## src/rtl/vga_timing_gen.sv

```systemverilog
// Raster timing generator for 640x480@60 (pixel clock domain).
// All outputs are registered. blank/hs/vs/frame_start are decoded from the
// next-state counter values, so they line up with the DrawX/DrawY they describe.
module vga_timing_gen #(
  parameter int unsigned H_VISIBLE  = 640,
  parameter int unsigned H_FP       = 16,
  parameter int unsigned H_SYNC     = 96,
  parameter int unsigned H_BP       = 48,
  parameter int unsigned V_VISIBLE  = 480,
  parameter int unsigned V_FP       = 10,
  parameter int unsigned V_SYNC     = 2,
  parameter int unsigned V_BP       = 33,
  parameter int unsigned PIPE_DELAY = 2
) (
  input  logic        vga_clk,
  input  logic        reset_n,
  output logic [9:0]  DrawX,
  output logic [9:0]  DrawY,
  output logic        blank,
  output logic        hs,
  output logic        vs,
  output logic        blank_d,
  output logic        hs_d,
  output logic        vs_d,
  output logic        frame_start,
  output logic [15:0] frame_count
);

  localparam int unsigned H_TOTAL = H_VISIBLE + H_FP + H_SYNC + H_BP;
  localparam int unsigned V_TOTAL = V_VISIBLE + V_FP + V_SYNC + V_BP;

  localparam logic [9:0] X_LAST   = 10'(H_TOTAL - 1);
  localparam logic [9:0] Y_LAST   = 10'(V_TOTAL - 1);
  localparam logic [9:0] X_VIS    = 10'(H_VISIBLE);
  localparam logic [9:0] Y_VIS    = 10'(V_VISIBLE);
  localparam logic [9:0] HS_FIRST = 10'(H_VISIBLE + H_FP);
  localparam logic [9:0] HS_LAST  = 10'(H_VISIBLE + H_FP + H_SYNC - 1);
  localparam logic [9:0] VS_FIRST = 10'(V_VISIBLE + V_FP);
  localparam logic [9:0] VS_LAST  = 10'(V_VISIBLE + V_FP + V_SYNC - 1);

  logic [9:0]  x_q, x_d;
  logic [9:0]  y_q, y_d;
  logic        de_q, de_d;
  logic        hsync_q, hsync_d;
  logic        vsync_q, vsync_d;
  logic        fstart_q, fstart_d;
  logic [15:0] fcnt_q, fcnt_d;
  logic [2:0]  sync_now;

  // Next raster position, frame index, and decode of that next position.
  always_comb begin
    x_d    = x_q + 10'd1;
    y_d    = y_q;
    fcnt_d = fcnt_q;
    if (x_q == X_LAST) begin
      x_d = '0;
      if (y_q == Y_LAST) begin
        y_d    = '0;
        fcnt_d = fcnt_q + 16'd1;
      end else begin
        y_d = y_q + 10'd1;
      end
    end
    de_d     = (x_d < X_VIS) && (y_d < Y_VIS);
    hsync_d  = !((x_d >= HS_FIRST) && (x_d <= HS_LAST));
    vsync_d  = !((y_d >= VS_FIRST) && (y_d <= VS_LAST));
    fstart_d = (x_d == '0) && (y_d == '0);
  end

  // Reset parks the raster on the last pixel so release starts frame 0 at (0,0).
  always_ff @(posedge vga_clk) begin
    if (!reset_n) begin
      x_q      <= X_LAST;
      y_q      <= Y_LAST;
      de_q     <= 1'b0;
      hsync_q  <= 1'b1;
      vsync_q  <= 1'b1;
      fstart_q <= 1'b0;
      fcnt_q   <= '1;
    end else begin
      x_q      <= x_d;
      y_q      <= y_d;
      de_q     <= de_d;
      hsync_q  <= hsync_d;
      vsync_q  <= vsync_d;
      fstart_q <= fstart_d;
      fcnt_q   <= fcnt_d;
    end
  end

  assign DrawX       = x_q;
  assign DrawY       = y_q;
  assign blank       = de_q;
  assign hs          = hsync_q;
  assign vs          = vsync_q;
  assign frame_start = fstart_q;
  assign frame_count = fcnt_q;
  assign sync_now    = {de_q, hsync_q, vsync_q};

  generate
    if (PIPE_DELAY == 0) begin : g_nodly
      assign {blank_d, hs_d, vs_d} = sync_now;
    end else begin : g_dly
      localparam int unsigned W = 3 * PIPE_DELAY;
      logic [W-1:0] dly_q, dly_d;

      // Flat shift register: newest triple enters at the bottom, oldest leaves at the top.
      always_comb begin
        dly_d = W'({dly_q, sync_now});
      end

      // Reset flushes every stage to the idle levels instead of draining.
      always_ff @(posedge vga_clk) begin
        if (!reset_n) begin
          dly_q <= {PIPE_DELAY{3'b011}};
        end else begin
          dly_q <= dly_d;
        end
      end

      assign {blank_d, hs_d, vs_d} = dly_q[W-1 -: 3];
    end
  endgenerate

endmodule

```

## config.mk

```make
export PLATFORM = sky130hd
export DESIGN_NAME = vga_timing_gen
export DESIGN_NICKNAME = d
export VERILOG_FILES = /design/src/rtl/vga_timing_gen.sv
export SDC_FILE = /design/constraint.sdc
export NUM_CORES = 1
export LEC_CHECK = 0
export CAP_MARGIN = 15
export CORE_UTILIZATION = 27
export CTS_BUF_LIST = sky130_fd_sc_hd__clkbuf_8
export DETAILED_ROUTE_END_ITERATION = 12
export SLEW_MARGIN = 20
export SYNTH_ARGS = -nofsm -noshare
export SYNTH_HDL_FRONTEND = slang
export SYNTH_SLANG_ARGS = --single-unit
export TNS_END_PERCENT = 20
```

## constraint.sdc

```tcl
create_clock -name vga_clk -period 5.4 [get_ports vga_clk]
set_input_delay 1.62 -clock vga_clk [delete_from_list [all_inputs] [get_ports vga_clk]]
set_output_delay 1.62 -clock vga_clk [all_outputs]
set_load 0.02 [all_outputs]
```

== Word level (Yosys, flattened, before mapping) ==
Index checks and enable logic that the tools add are counted.
Cells by class
  add/subtract/negate cells: 3
  muxes and demuxes: 3
  reduce and logical (&&, ||, !) cells: 9
  bitwise operators: 0
  divide/modulo/power cells: 0
  shift operators: 0
  magnitude comparators: 6
  equality and inequality tests: 2
  multiply operators: 0
Operator list (number)
  10-bit 2-to-1 mux: 3
  10-bit by 1-bit adder with 10-bit output (second input constant): 2
  10-bit equality test (second input constant): 2
  10-bit logical NOT: 2
  16-bit by 1-bit adder with 16-bit output (second input constant): 1
  10-bit greater-or-equal comparator (second input constant): 1
  10-bit by 9-bit greater-or-equal comparator with 1-bit output (second input constant): 1
  10-bit <= comparator (second input constant): 1
  10-bit by 9-bit <= comparator with 1-bit output (second input constant): 1
  10-bit less-than comparator (second input constant): 1
  10-bit by 9-bit less-than comparator with 1-bit output (second input constant): 1
  1-bit logical AND: 4
  1-bit logical NOT: 2
  2-bit AND reduction: 1
Word-level totals
  memory bits (read-only): 0
  bits in latches: 0
  bits in writable memories: 0
  bits in registers: 46
  memories kept: 0
  output and inout port bits: 43

== Longest topological paths before layout ==
  word-level depth: 6
  gate-level depth with buffers: 9
  gate-level depth less buffers: 8

== Worst setup path before layout ==
No wires, ideal clock.
  kind: register to register
  start: reg x_q[0] (netlist: DrawX[0])
  end: reg vsync_q (netlist: vs)
  path slack: 2.755 ns
  cell stages (with the launch flop): 8
  data required time: 5.268 ns
  buffers on the path: 0
  setup time: 0.132 ns
  period minus slack after synthesis: 2.645 ns
  arrival: 2.513 ns
  cells stage by stage: dfxtp_1 > ha_1 > nand4_1 > or4_4 > or3_4 > xor2_1 > nor4_2 > nand4_1
Between the ends
  cells in the longest elaborated chain, start to end: 5
  elaborated cells on any way between the ends: 6
  those cells by class: 2 x order compare; 1 x eq/ne; 1 x mux; 2 x reduce/logical
RTL lines
  start: declaration: RTL line 41  | logic [9:0] x_q, x_d;
  start signal: assignment: RTL line 73  | x_q <= X_LAST;
  start signal: assignment: RTL line 81  | x_q <= x_d;
  10-bit equality test *: RTL line 55  | if (x_q == X_LAST) begin
  10-bit 2-to-1 mux *: RTL line 55
  10-bit by 9-bit greater-or-equal comparator with 1-bit output or 10-bit by 9-bit <= comparator with 1-bit output (tied branches): RTL line 66  | vsync_d = !((y_d >= VS_FIRST) && (y_d <= VS_LAST));
  1-bit logical AND *: RTL line 66
  1-bit logical NOT *: RTL line 66
  end signal: assignment: RTL line 85  | vsync_q <= vsync_d;
  end: declaration: RTL line 45  | logic vsync_q, vsync_d;
Mark *: on every way between the ends. The rest lies on a longest branch, timed or not.
A chain may end at the register's enable or synchronous reset.

== Final worst setup path ==
  start: reg y_q[4] (netlist: DrawY[4])
  end: out DrawY[4]
RTL lines
  start: declaration: RTL line 42  | logic [9:0] y_q, y_d;
  start signal: assignment: RTL line 82  | y_q <= y_d;
  end: declaration: RTL line 18  | output logic [9:0] DrawY,
No word-level cell between the ends.

==> results by group <==
Critical path
  • Largest delay contributor family on the critical path: buffers and inverters
  • Category of the most critical setup path: flop to primary output
  • Slowest stage cell on the critical path: clkdlybuf4s50_1
  • Critical path data arrival time: 1530 ps
  • CP peak stage delay: 680 ps
  • Peak fanout along the critical path: 11
  • Startpoint of the most critical register-to-register path: DrawX[0]
  • Buf+Inv Stages, Crit Path: 1
  • Crit. End Element: primary output
  • Worst Setup Start Kind: flop
  • Reg2Reg Setup Slack: 2590 ps
  • Required time of the critical path: 3780 ps
  • Cell count of the worst reg-to-reg path: 7
  • Cells along the critical path: clkdlybuf4s50_1
  • Worst reg2reg path endpoint: vs

Clock network
  • Post-CTS clock slew at the launch and capture registers of the worst setup and hold paths: 90 ps
  • Inserted Clock Buffers: 5
  • CTS resizes: 0
  • Clock root buffer: clkbuf_8
  • TritonCTS clock tree: yes
  • Number of buffers inserted for hold repair after clock tree synthesis: 0
  • Count of clock tree sinks: 46
  • Number of H-tree branching levels: 2
  • Maximum count of clock buffers along a single path: 2
  • Clock latency on the worst-skew pair: 290 ps
  • Number of buffers inserted by post-CTS setup repair: 0

Die
  • Placeable core area: 7890 µm²
  • Starting Density: 28.4%
  • Die area: 8660 µm²
  • Boundary Pins: 45
  • Die height: 93.1 µm
  • Horizontal extent of the die: 93.1 µm
  • Number of rows in the core area: 32

Hold path
  • Hold path start: g_dly.dly_q[0]
  • Hold Path Sink: g_dly.dly_q[3]
  • Class of the tightest hold or removal check: flop to flop
  • Hold Path Stages: 1

Route
  • Number of DRC markers in iteration 0: 112
  • Total DRC errors in the routed layout: 0
  • Number of nets with antenna violations after detailed routing: 0
  • Detailed Route WL: 5200 µm
  • Mean number of vias per cell: 4.86
  • Wire length per cell after detailed routing: 12.9 µm
  • Number of iterations in the first detailed-routing pass: 4
  • Detailed-route via count: 1,954

Finish
  • Nets: 307
  • End-of-flow core utilization: 36.2%
  • Post-route cell area: 2850 µm²
  • Area Overhead vs Synth: 27.4%
  • Ant diodes: 0
  • Layout cells sized above 1: 5.33%

Yosys
  • Dominant cell by count in the synthesized netlist: dfxtp_1
  • Number of cells produced by synthesis: 258
  • Area fraction of the dominant cell type after synthesis: 41.1%
  • Fraction of synthesis flops using an asynchronous set or reset pin: 0%
  • Net Count, Synth: 266
  • Distinct cell type count of the synthesized netlist: 44
  • Yosys warns: 0
  • Synthesized area per cell: 8.68 µm²
  • Total of flip-flops plus latches after synthesis: 46
  • Top FF cell, synth: dfxtp_1
  • Sequential-to-total area share from yosys stat: 41.1%
  • Top cells by area in the synthesized netlist: dfxtp_1, nand2_1, xor2_1, xnor2_1, nand3_1
  • Dominant cell type by area after synthesis: dfxtp_1
  • Commonest cells post-synth: dfxtp_1, nand2_1, nand3_1, o21ai_0, nor2_1
  • Cell Area, Synth: 2240 µm²
  • Number of flops mapped to enable cells by yosys: 0

Timing
  • Setup total negative slack: 0 ps
  • Headroom to the max-slew limit: 45.7%
  • Number of slew-limit violations in the final report: 0
  • Final clock period utilization by the worst path: 58.4%
  • Highest attainable clock frequency: 317 MHz
  • Minimum clock period: 3150 ps
  • Worst hold slack across all endpoints: 420 ps
  • Final Skew: 6.15 ps
  • Least-Margin Pin Slew: 812 ps
  • Setup repair after global routing missed its margin: no
  • Setup Viol. Count Final: 0
  • Number of endpoints with negative hold slack in the final report: 0

Global routing
  • Largest net degree at the start of global routing: 24
  • First-pass GRT wire length: 8780 µm
  • Antenna violations before repair: 0
  • Overall Global Routing Usage: 12.7%
  • Global route overflow: 0
  • Via count of the first global-routing pass: 1,819

Run
  • Max-cap check violation count: 0

Place
  • IO Port Bufs: 44
  • Half-perimeter wire length after detailed placement: 3790 µm
  • Cell Area, Placed: 2740 µm²
  • Final weighted congestion in routability-driven placement: 0.822

Run status
  • Outcome: finished, final reports clean

Pwr
  • Logic gate share of total power: 51.1%
  • Internal power summed over all cells: 0.000930 W
  • Cell Pwr Density: 577 nW/µm²
  • Switch share: 43.5%
  • Switching component of the power: 0.000716 W
  • Clock power frac: 15.7%
  • Static Leak: 1.07 nW
  • Reg power frac: 33.2%
  • Worst IR drop on VDD: 0.219 mV
==> power by group through the flow <==
stage                     registers, W  clock network, W  logic (W)
after CTS                     0.000546          0.000265   0.000844
final                         0.000546          0.000259   0.000841
after global routing          0.000564          0.000284   0.000932
after global placement        0.000552                 0   0.000833
after detailed placement      0.000552                 0   0.000840
after floorplan               0.000608                 0   0.000511
==> layout by cell type, fill, tap and decap left out, drive strengths merged, types with 2 or more instances in the layout <==
master	Yosys	final
dfxtp	46	46
clkdlybuf4s50	0	44
nand2	32	32
nand3	16	16
o21ai	16	16
nor2	14	14
xor2	13	13
xnor2	12	12
nand4	10	10
inv	8	9
a21oi	8	8
nor4	8	8
nor3	7	7
and3	7	7
nor2b	6	6
ha	6	6
clkbuf	6	5
and2	5	5
or3	5	5
and4	4	4
nand2b	4	4
a31oi	2	2
mux2i	2	2
a22oi	2	2
buf	6	2
==> logic make-up after synthesis <==
kind of cell	Yosys count	share of synthesized area, %
multiplexers	2	0.894
adder cells (fa/ha/maj)	6	3.35
AO/OA/AOI/OAI	37	9.84
XOR/XNOR	25	9.78
flip-flops	46	41.1
AND/OR/NAND/NOR	122	30.0
buffers and inverters	20	5.03
==> layer usage <==
| metal | global-route usage, % | up-vias | wire [µm] |
|---|---|---|---|
| met4 | 3.59 | 0 | 36 |
| met2 | 20.1 | 43 | 2400 |
| met3 | 3.09 | 2 | 240 |
| met1 | 17.1 | 924 | 2520 |
| met5 | 0 | - | 0 |
| li1 | - | 985 | - |
==> worst max-delay path by stage <==
stage | start | endpoint | slack, ps | depth (start not counted)
4_1_cts | DrawY[4] | DrawY[4] | 2240 | 1
2_1_floorplan | DrawX[0] | vs | 2760 | 7
3_5_place_dp | reset_n | hs | 2020 | 4
3_3_place_gp | reset_n | hs | 2050 | 4
6_report | DrawY[4] | DrawY[4] | 2250 | 1
5_1_grt | reset_n | frame_start | 2090 | 5
==> through the flow <==
stage,setup WS (ps),power (W),std cells
floorplan,2760,0.00112,258
global placement,2050,0.00138,394
detailed placement,2020,0.00139,394
CTS,2240,0.00166,402
global route,2090,0.00178,402
finish,2250,0.00165,402
==> state kept, by name (all words and copies together) (netlist names) <==
name / flops
DrawY: 10
hs: 1
blank: 1
DrawX: 10
frame_start: 1
vs: 1
g_dly.dly_q: 6
frame_count: 16
==> final cells by class <==
cell class,count,area (µm²)
fill,817,5040
multi-input combinational,192,1200
sequential,46,921
timing repair buffer,46,455
tap,102,128
clock buffer,5,68.8
clock inverter,3,43.8
inverter,8,30.0
Power figures use the tool's default switching activity.
